### src/rtl/io_uart_txbuf.sv
// UART transmit buffer: circular byte storage feeding a one-byte output register
// that presents data to the UART emitter with a valid/ready handshake.
module io_uart_txbuf #(
  parameter int DEPTH = 16,
  parameter int CW    = $clog2(DEPTH) + 1
) (
  input  logic          i_clk,
  input  logic          i_rst,
  input  logic          i_wr,
  input  logic [7:0]    i_wdata,
  input  logic          i_flush,
  input  logic          i_clr_ovf,
  output logic [7:0]    o_data,
  output logic          o_valid,
  input  logic          i_ready,
  output logic [CW-1:0] o_count,
  output logic          o_full,
  output logic          o_empty,
  output logic          o_ovf,
  output logic [31:0]   o_status
);

  localparam int PW = $clog2(DEPTH);
  localparam int NS = DEPTH - 1;

  localparam logic S_IDLE = 1'b0;
  localparam logic S_SEND = 1'b1;

  logic          r_state;
  logic [7:0]    r_data;
  logic [PW-1:0] r_wptr;
  logic [PW-1:0] r_rptr;
  logic [PW-1:0] r_scnt;
  logic          r_ovf;
  logic [7:0]    r_mem [0:NS-1];

  logic          w_xfer;
  logic          w_st_empty;
  logic          w_push;
  logic          w_drop;
  logic          w_can_load;
  logic          w_load_head;
  logic          w_load_direct;
  logic          w_st_wr;
  logic          w_st_rd;
  logic [CW-1:0] w_count;
  logic [7:0]    w_cnt8;

  function automatic logic [PW-1:0] f_inc(input logic [PW-1:0] p);
    return (p == PW'(NS - 1)) ? '0 : p + 1'b1;
  endfunction

  assign w_count    = CW'(r_scnt) + CW'(r_state);
  assign w_cnt8     = 8'(w_count);
  assign w_xfer     = (r_state == S_SEND) & i_ready;
  assign w_st_empty = (r_scnt == '0);

  // Acceptance is judged against the registered full flag, so a same-cycle
  // transfer never frees room for the write.
  assign w_push = i_wr & ~o_full & ~i_flush;
  assign w_drop = i_wr & o_full & ~i_flush;

  assign w_can_load    = (r_state == S_IDLE) | w_xfer;
  assign w_load_head   = w_can_load & ~w_st_empty & ~i_flush;
  assign w_load_direct = w_can_load & w_st_empty & w_push;
  assign w_st_wr       = w_push & ~w_load_direct;
  assign w_st_rd       = w_load_head;

  always_ff @(posedge i_clk) begin
    if (i_rst) begin
      r_state <= S_IDLE;
      r_data  <= '0;
      r_wptr  <= '0;
      r_rptr  <= '0;
      r_scnt  <= '0;
      r_ovf   <= 1'b0;
    end else begin
      if (w_load_head) begin
        r_data  <= r_mem[r_rptr];
        r_state <= S_SEND;
      end else if (w_load_direct) begin
        r_data  <= i_wdata;
        r_state <= S_SEND;
      end else if (w_xfer) begin
        r_state <= S_IDLE;
      end

      if (i_flush) begin
        r_wptr <= '0;
        r_rptr <= '0;
        r_scnt <= '0;
      end else begin
        if (w_st_wr) r_wptr <= f_inc(r_wptr);
        if (w_st_rd) r_rptr <= f_inc(r_rptr);
        r_scnt <= r_scnt + PW'(w_st_wr) - PW'(w_st_rd);
      end

      if (w_drop)         r_ovf <= 1'b1;
      else if (i_clr_ovf) r_ovf <= 1'b0;
    end
  end

  always_ff @(posedge i_clk) begin
    if (w_st_wr) r_mem[r_wptr] <= i_wdata;
  end

  assign o_data   = r_data;
  assign o_valid  = (r_state == S_SEND);
  assign o_count  = w_count;
  assign o_full   = (w_count == CW'(DEPTH));
  assign o_empty  = (w_count == '0);
  assign o_ovf    = r_ovf;
  assign o_status = {16'b0, w_cnt8, 5'b0, r_ovf, o_full, o_empty};

endmodule

### config.mk
export PLATFORM = sky130hd
export DESIGN_NAME = io_uart_txbuf
export DESIGN_NICKNAME = d
export VERILOG_FILES = /design/src/rtl/io_uart_txbuf.sv
export SDC_FILE = /design/constraint.sdc
export NUM_CORES = 1
export LEC_CHECK = 0
export CAP_MARGIN = 0
export CORE_ASPECT_RATIO = 2
export CORE_MARGIN = 1
export CORE_UTILIZATION = 45
export DETAILED_ROUTE_END_ITERATION = 10
export PLACE_DENSITY = 0.65
export SLEW_MARGIN = 20
export SYNTH_ARGS = -nofsm -noshare
export SYNTH_HDL_FRONTEND = slang
export SYNTH_SLANG_ARGS = --single-unit
### constraint.sdc
create_clock -name i_clk -period 3.6 [get_ports i_clk]
set_input_delay 0.9 -clock i_clk [delete_from_list [all_inputs] [get_ports i_clk]]
set_output_delay 0.9 -clock i_clk [all_outputs]
set_load 0.01 [all_outputs]
### Word level (Yosys, flattened, before mapping)

Memories as Yosys holds them, arrays and structs flattened. A register that Yosys moved wholly into a read port is not among the register bits.
Index checks and enable logic that the tools add are counted.

| operators by class | value |
|---|---|
| add/sub/neg operators | 5 |
| multiplexer cells | 13 |
| bitwise gates (word level) | 16 |
| reduce and logical (&&, ||, !) cells | 6 |
| equal/unequal tests | 3 |

Operators with widths:

| cell | count |
|---|---|
| $mux W4 | 4 |
| $mux W8 | 2 |
| $and A1 B1 Y1 | 10 |
| $add A4 B1 Y4 const B | 2 |
| $eq A4 B4 Y1 const B | 2 |
| $mux W1 | 7 |
| $add A4 B1 Y5 | 1 |
| $eq A5 B5 Y1 const B | 1 |
| $logic_not A5 Y1 | 1 |
| $not A1 Y1 | 5 |
| $add A4 B1 Y4 | 1 |
| $logic_not A4 Y1 | 1 |
| $reduce_bool A2 Y1 | 2 |
| $sub A4 B1 Y4 | 1 |
| $reduce_bool A3 Y1 | 1 |
| $reduce_or A2 Y1 | 1 |
| $or A1 B1 Y1 | 1 |

| word-level totals | value |
|---|---|
| logic and storage cells | 50 |
| input bits | 14 |
| register bits | 22 |
| memories kept | 1 |
| bits in writable memories | 120 |
| output and inout bits | 49 |

Memory list:

| memory | depth | width | read ports | clocked after Yosys merged registers in | write ports | RTL line | source |
|---|---|---|---|---|---|---|---|
| r_mem | 15 | 8 | 1 | 1 | 1 | 35 | `logic [7:0] r_mem [0:NS-1];` |

### Logic depth before layout (Yosys ltp)

| depth | value |
|---|---|
| depth after elaboration | 10 |
| gate-level depth with buffers | 14 |
| mapped depth without buffers | 13 |

### Least setup slack after synthesis

Ideal clock, no wire load.

| timing | value |
|---|---|
| kind | input -> register |
| from | input i_ready |
| to | memory r_mem[0][0] (enable) |
| setup slack | 613 ps |
| setup time | 395 ps |
| stages | 6 |
| buffers on the path | 1 |
| arrival time | 2593 ps |
| required time | 3205 ps |
| cell sequence | nor2b_1 -> and2b_1 -> nor3_4 -> nand2b_1 -> buf_2 -> nor4_1 |

| on the way | value |
|---|---|
| longest elaborated chain between the ends | 8 |

RTL lines:

| what | RTL line | source |
|---|---|---|
| start, declared | 15 | `input logic i_ready,` |
| $and A1 B1 Y1 | 55 | `assign w_xfer = (r_state == S_SEND) & i_ready;` |
| $or A1 B1 Y1 | 63 | `assign w_can_load = (r_state == S_IDLE) \| w_xfer;` |
| $and A1 B1 Y1 (2 in series) | 65 | `assign w_load_direct = w_can_load & w_st_empty & w_push;` |
| $not A1 Y1 | 66 | `assign w_st_wr = w_push & ~w_load_direct;` |
| $and A1 B1 Y1 | 66 |  |
| $mux W1 | 104 | `if (w_st_wr) r_mem[r_wptr] <= i_wdata;` |
| $mux W1 (implied by the code) | 104 |  |
| end, declared | 35 |  |

Every way passes these cells.

### Worst setup path in the final report

| timing | value |
|---|---|
| from | register r_scnt[0] |
| to | output o_status[0] |

| on the way | value |
|---|---|
| longest elaborated chain between the ends | 2 |

RTL lines:

| what | RTL line | source |
|---|---|---|
| start, declared | 33 | `logic [PW-1:0] r_scnt;` |
| start signal, assigned | 95 | `r_scnt <= r_scnt + PW'(w_st_wr) - PW'(w_st_rd);` |
| $add A4 B1 Y5 | 53 | `assign w_count = CW'(r_scnt) + CW'(r_state);` |
| $logic_not A5 Y1 | 111 | `assign o_empty = (w_count == '0);` |
| end, declared | 20 | `output logic [31:0] o_status` |

Every way passes these cells.

==> results.cfg <==
[grt]
grt_pass1_vias = 3795
grt-ovfl-total = 0
grt_usage = 0.2041
antenna_found_initial = 0
grt_max_degree = 34
grt_pass1_wl_um = 21320

[worst_setup_path]
critPathMaxStageDelay_ns = 0.58
endpoint_kind = output pin
worst-path-max-fanout = 4
arrival_ns = 2.54
start_kind = flop
cp_slowest_cell = clkdlybuf4s50_1
worstPathRequired_ns = 2.70
timing_worst_setup_path_type = reg -> out
cp_common_cell = ha_1
path_cells = ha_1 -> ha_1 -> xor2_2 -> or3_1 -> nor3_1 -> clkdlybuf4s50_1

[power_and_ir_drop]
power.switching_uw = 1189
p_leak_uw = 0.002440
clkPwrFrac = 0.362
powerDensity_nw_per_um2 = 602.2
ir_drop_v = 0.0003617
internal_power_uw = 3294
pwr-share-seq = 0.438
swShare = 0.2652
combinationalPowerShare = 0.200

[floorplanning]
die_w_um = 85.98
core-area_sq_um = 13810
io_pins = 63
initial_core_util = 0.4595
die-area_sq_um = 14610
die_h_um = 170.0
rows = 61

[clock_tree]
clk_pin_slew_ns = 0.06
numCtsBuffers = 17
htree_levels = 4
clockBufferDepth = 2
cts_sinks = 146
hold_buffers = 0
clk_latency_ns = 0.42
cts_tree = built
root_buffer = clkbuf_16

[synth]
ys_types = 59
syn_area_sq_um = 6347
synthArstFlopShare = 0
syn_inst = 419
ys.flop_type = edfxtp_1
ys_seq_area_frac = 0.6497
synth_edf_count = 120
ys_warn_count = 0
synth_area_per_cell_sq_um = 15.15
ys_ff_latch = 146

[worst_hold_path]
min_path_type = reg -> reg

[timing]
worst_pin_slew_ns = 0.7371
clock_skew_ns = 0.005929
setup_viol = 0
tns_ns = 0
maxSlewViolCount = 0
hold_viol = 0
setup_ws_ns = 0.1559
finalCriticalPeriod_ns = 3.444
whs_ns = 0.4963
rsz0062_at_grt = no
fin_crit_sh = 0.9567
slew_headroom = 0.5079
fmax_mhz = 290.4

[final_layout]
num_antenna_cells = 0
finish.instance_area_sq_um = 7445
fill_cells = 1120
drive_gt1_frac = 0.1872
nNetsFinal = 497
multiInputGateArea_sq_um = 1896
seqCellArea_sq_um = 4125
syn2layout_area_growth_pct = 17.29

[drt]
vias = 3637
drc_errors = 0
ant_nets = 0
via_per_inst = 5.388
first_pass_iters = 4
routed_wl_um = 13550
drtIter0Drc = 244
avgRoutedWirePerCell_um = 20.08

[place]
gp_congestion = 0.7929
port_buffers = 38
hpwl_um = 9445
postPlaceCellArea_sq_um = 6889
pre_cts_ws_ns = 0.3052

[job]
drv_cap = 0

[outcome]
outcome = completed
==> cell usage after synthesis, types with 5 or more instances <==
| library cell | number | share of area |
|---|---|---|
| clkbuf_1 | 9 | 0.0053 |
| o21ai_0 | 12 | 0.0095 |
| buf_2 | 8 | 0.0063 |
| nor3_1 | 11 | 0.0087 |
| mux2i_1 | 18 | 0.028 |
| nand2_1 | 23 | 0.014 |
| mux4_2 | 16 | 0.057 |
| ha_1 | 9 | 0.018 |
| nor2b_1 | 10 | 0.0099 |
| a21oi_1 | 14 | 0.011 |
| edfxtp_1 | 120 | 0.57 |
| nand2b_1 | 6 | 0.0059 |
| and2_1 | 5 | 0.0049 |
| buf_4 | 35 | 0.041 |
| o211ai_1 | 5 | 0.0059 |
| a211oi_1 | 5 | 0.0059 |
| o32ai_1 | 5 | 0.0069 |
| mux2_2 | 5 | 0.0089 |
| inv_1 | 8 | 0.0047 |
| dfxtp_1 | 26 | 0.082 |
| nor2_1 | 9 | 0.0053 |
==> power groups by stage <==
stage | Clock (uW) | Combinational (uW) | Sequential (uW)
floorplan | 0 | 569 | 1990
global placement | 0 | 880 | 2000
detailed placement | 0 | 901 | 2000
CTS | 1640 | 905 | 1970
global route | 1710 | 981 | 1980
finish | 1620 | 896 | 1970
==> flip-flops by register name, indices dropped and copies added (netlist names), named ones only <==
name and cells:
r_mem 120, o_data 8, r_rptr 4, r_scnt 4
r_wptr 4, o_ovf 1, o_valid 1
==> area by class of cell <==
class	count	share of cell area
clock buffers	19	0.05815
clock inverters	13	0.01513
inverters	9	0.004538
multi-input cells	231	0.2546
flip-flops and latches	146	0.5541
well taps	189	0.03176
repair buffers	68	0.08168
==> what timing repair did <==
action                     CTS  global route
gates resized for setup      0             1
setup endpoints to repair    0             3
buffers inserted             0             1
==> cells by family (layout without fill, tap and decap cells) <==
logic type,count (synthesis),after routing,share of synthesized area
multiplexers,42,42,0.1064
AO/OA/AOI/OAI,62,62,0.06860
buffers and inverters,65,109,0.06623
XOR/XNOR,3,3,0.005323
flip-flops,146,146,0.6497
AND/OR/NAND/NOR,90,90,0.08220
adder cells (fa/ha/maj),10,10,0.02090
other,1,24,0.0005908
==> routing by layer <==
metal	vias to the layer above	GRT usage	routed length, um
li1	1661	-	-
met1	1827	0.2082	4781
met2	122	0.3858	7891
met3	27	0.04704	490
met4	0	0.08913	390
met5	-	0	0
==> cell usage in the layout, fill, tap and decap left out, types with 14 or more instances in the layout <==
cell type          n
edfxtp_1         120
mux4_2            16
conb_1            24
a21oi_1           14
clkbuf_16         17
dfxtp_1           25
nand2_1           23
mux2i_1           18
buf_4             30
clkdlybuf4s50_1   37
==> stage by stage <==
step                      power (uW)    util  std cells
after floorplan                 2562       -        442
after global placement          2879  0.4987        642
after detailed placement        2903  0.4987        642
after CTS                       4514  0.5382        674
after global routing            4671  0.5389        675
final                           4483  0.5389        675
==> path summary, 6_finish.rpt <==
| check | end | depth (start not counted) | slack [ns] | start |
|---|---|---|---|---|
| hold reg to reg | o_ovf$_SDFFE_PP0P_ | 2 | 0.50 | o_ovf$_SDFFE_PP0P_ |
| hold / removal | o_ovf$_SDFFE_PP0P_ | 2 | 0.50 | o_ovf$_SDFFE_PP0P_ |
| setup / recovery | o_status[0] | 6 | 0.16 | r_scnt[0]$_SDFF_PP0_ |
| setup reg to reg | r_scnt[2]$_SDFF_PP0_ | 14 | 0.53 | r_scnt[0]$_SDFF_PP0_ |
==> critical path: cells and delay by family, from the launching register on <==
| family | cells | cell delay [ns] |
|---|---|---|
| DFF | 1 | 0.34 |
| and+or+nand+nor | 2 | 0.52 |
| xor gates and xnor gates | 1 | 0.22 |
| adders and majority gates | 2 | 0.48 |
| buffers and inverters | 1 | 0.58 |
Note: power is estimated with default switching activity, not from simulation.
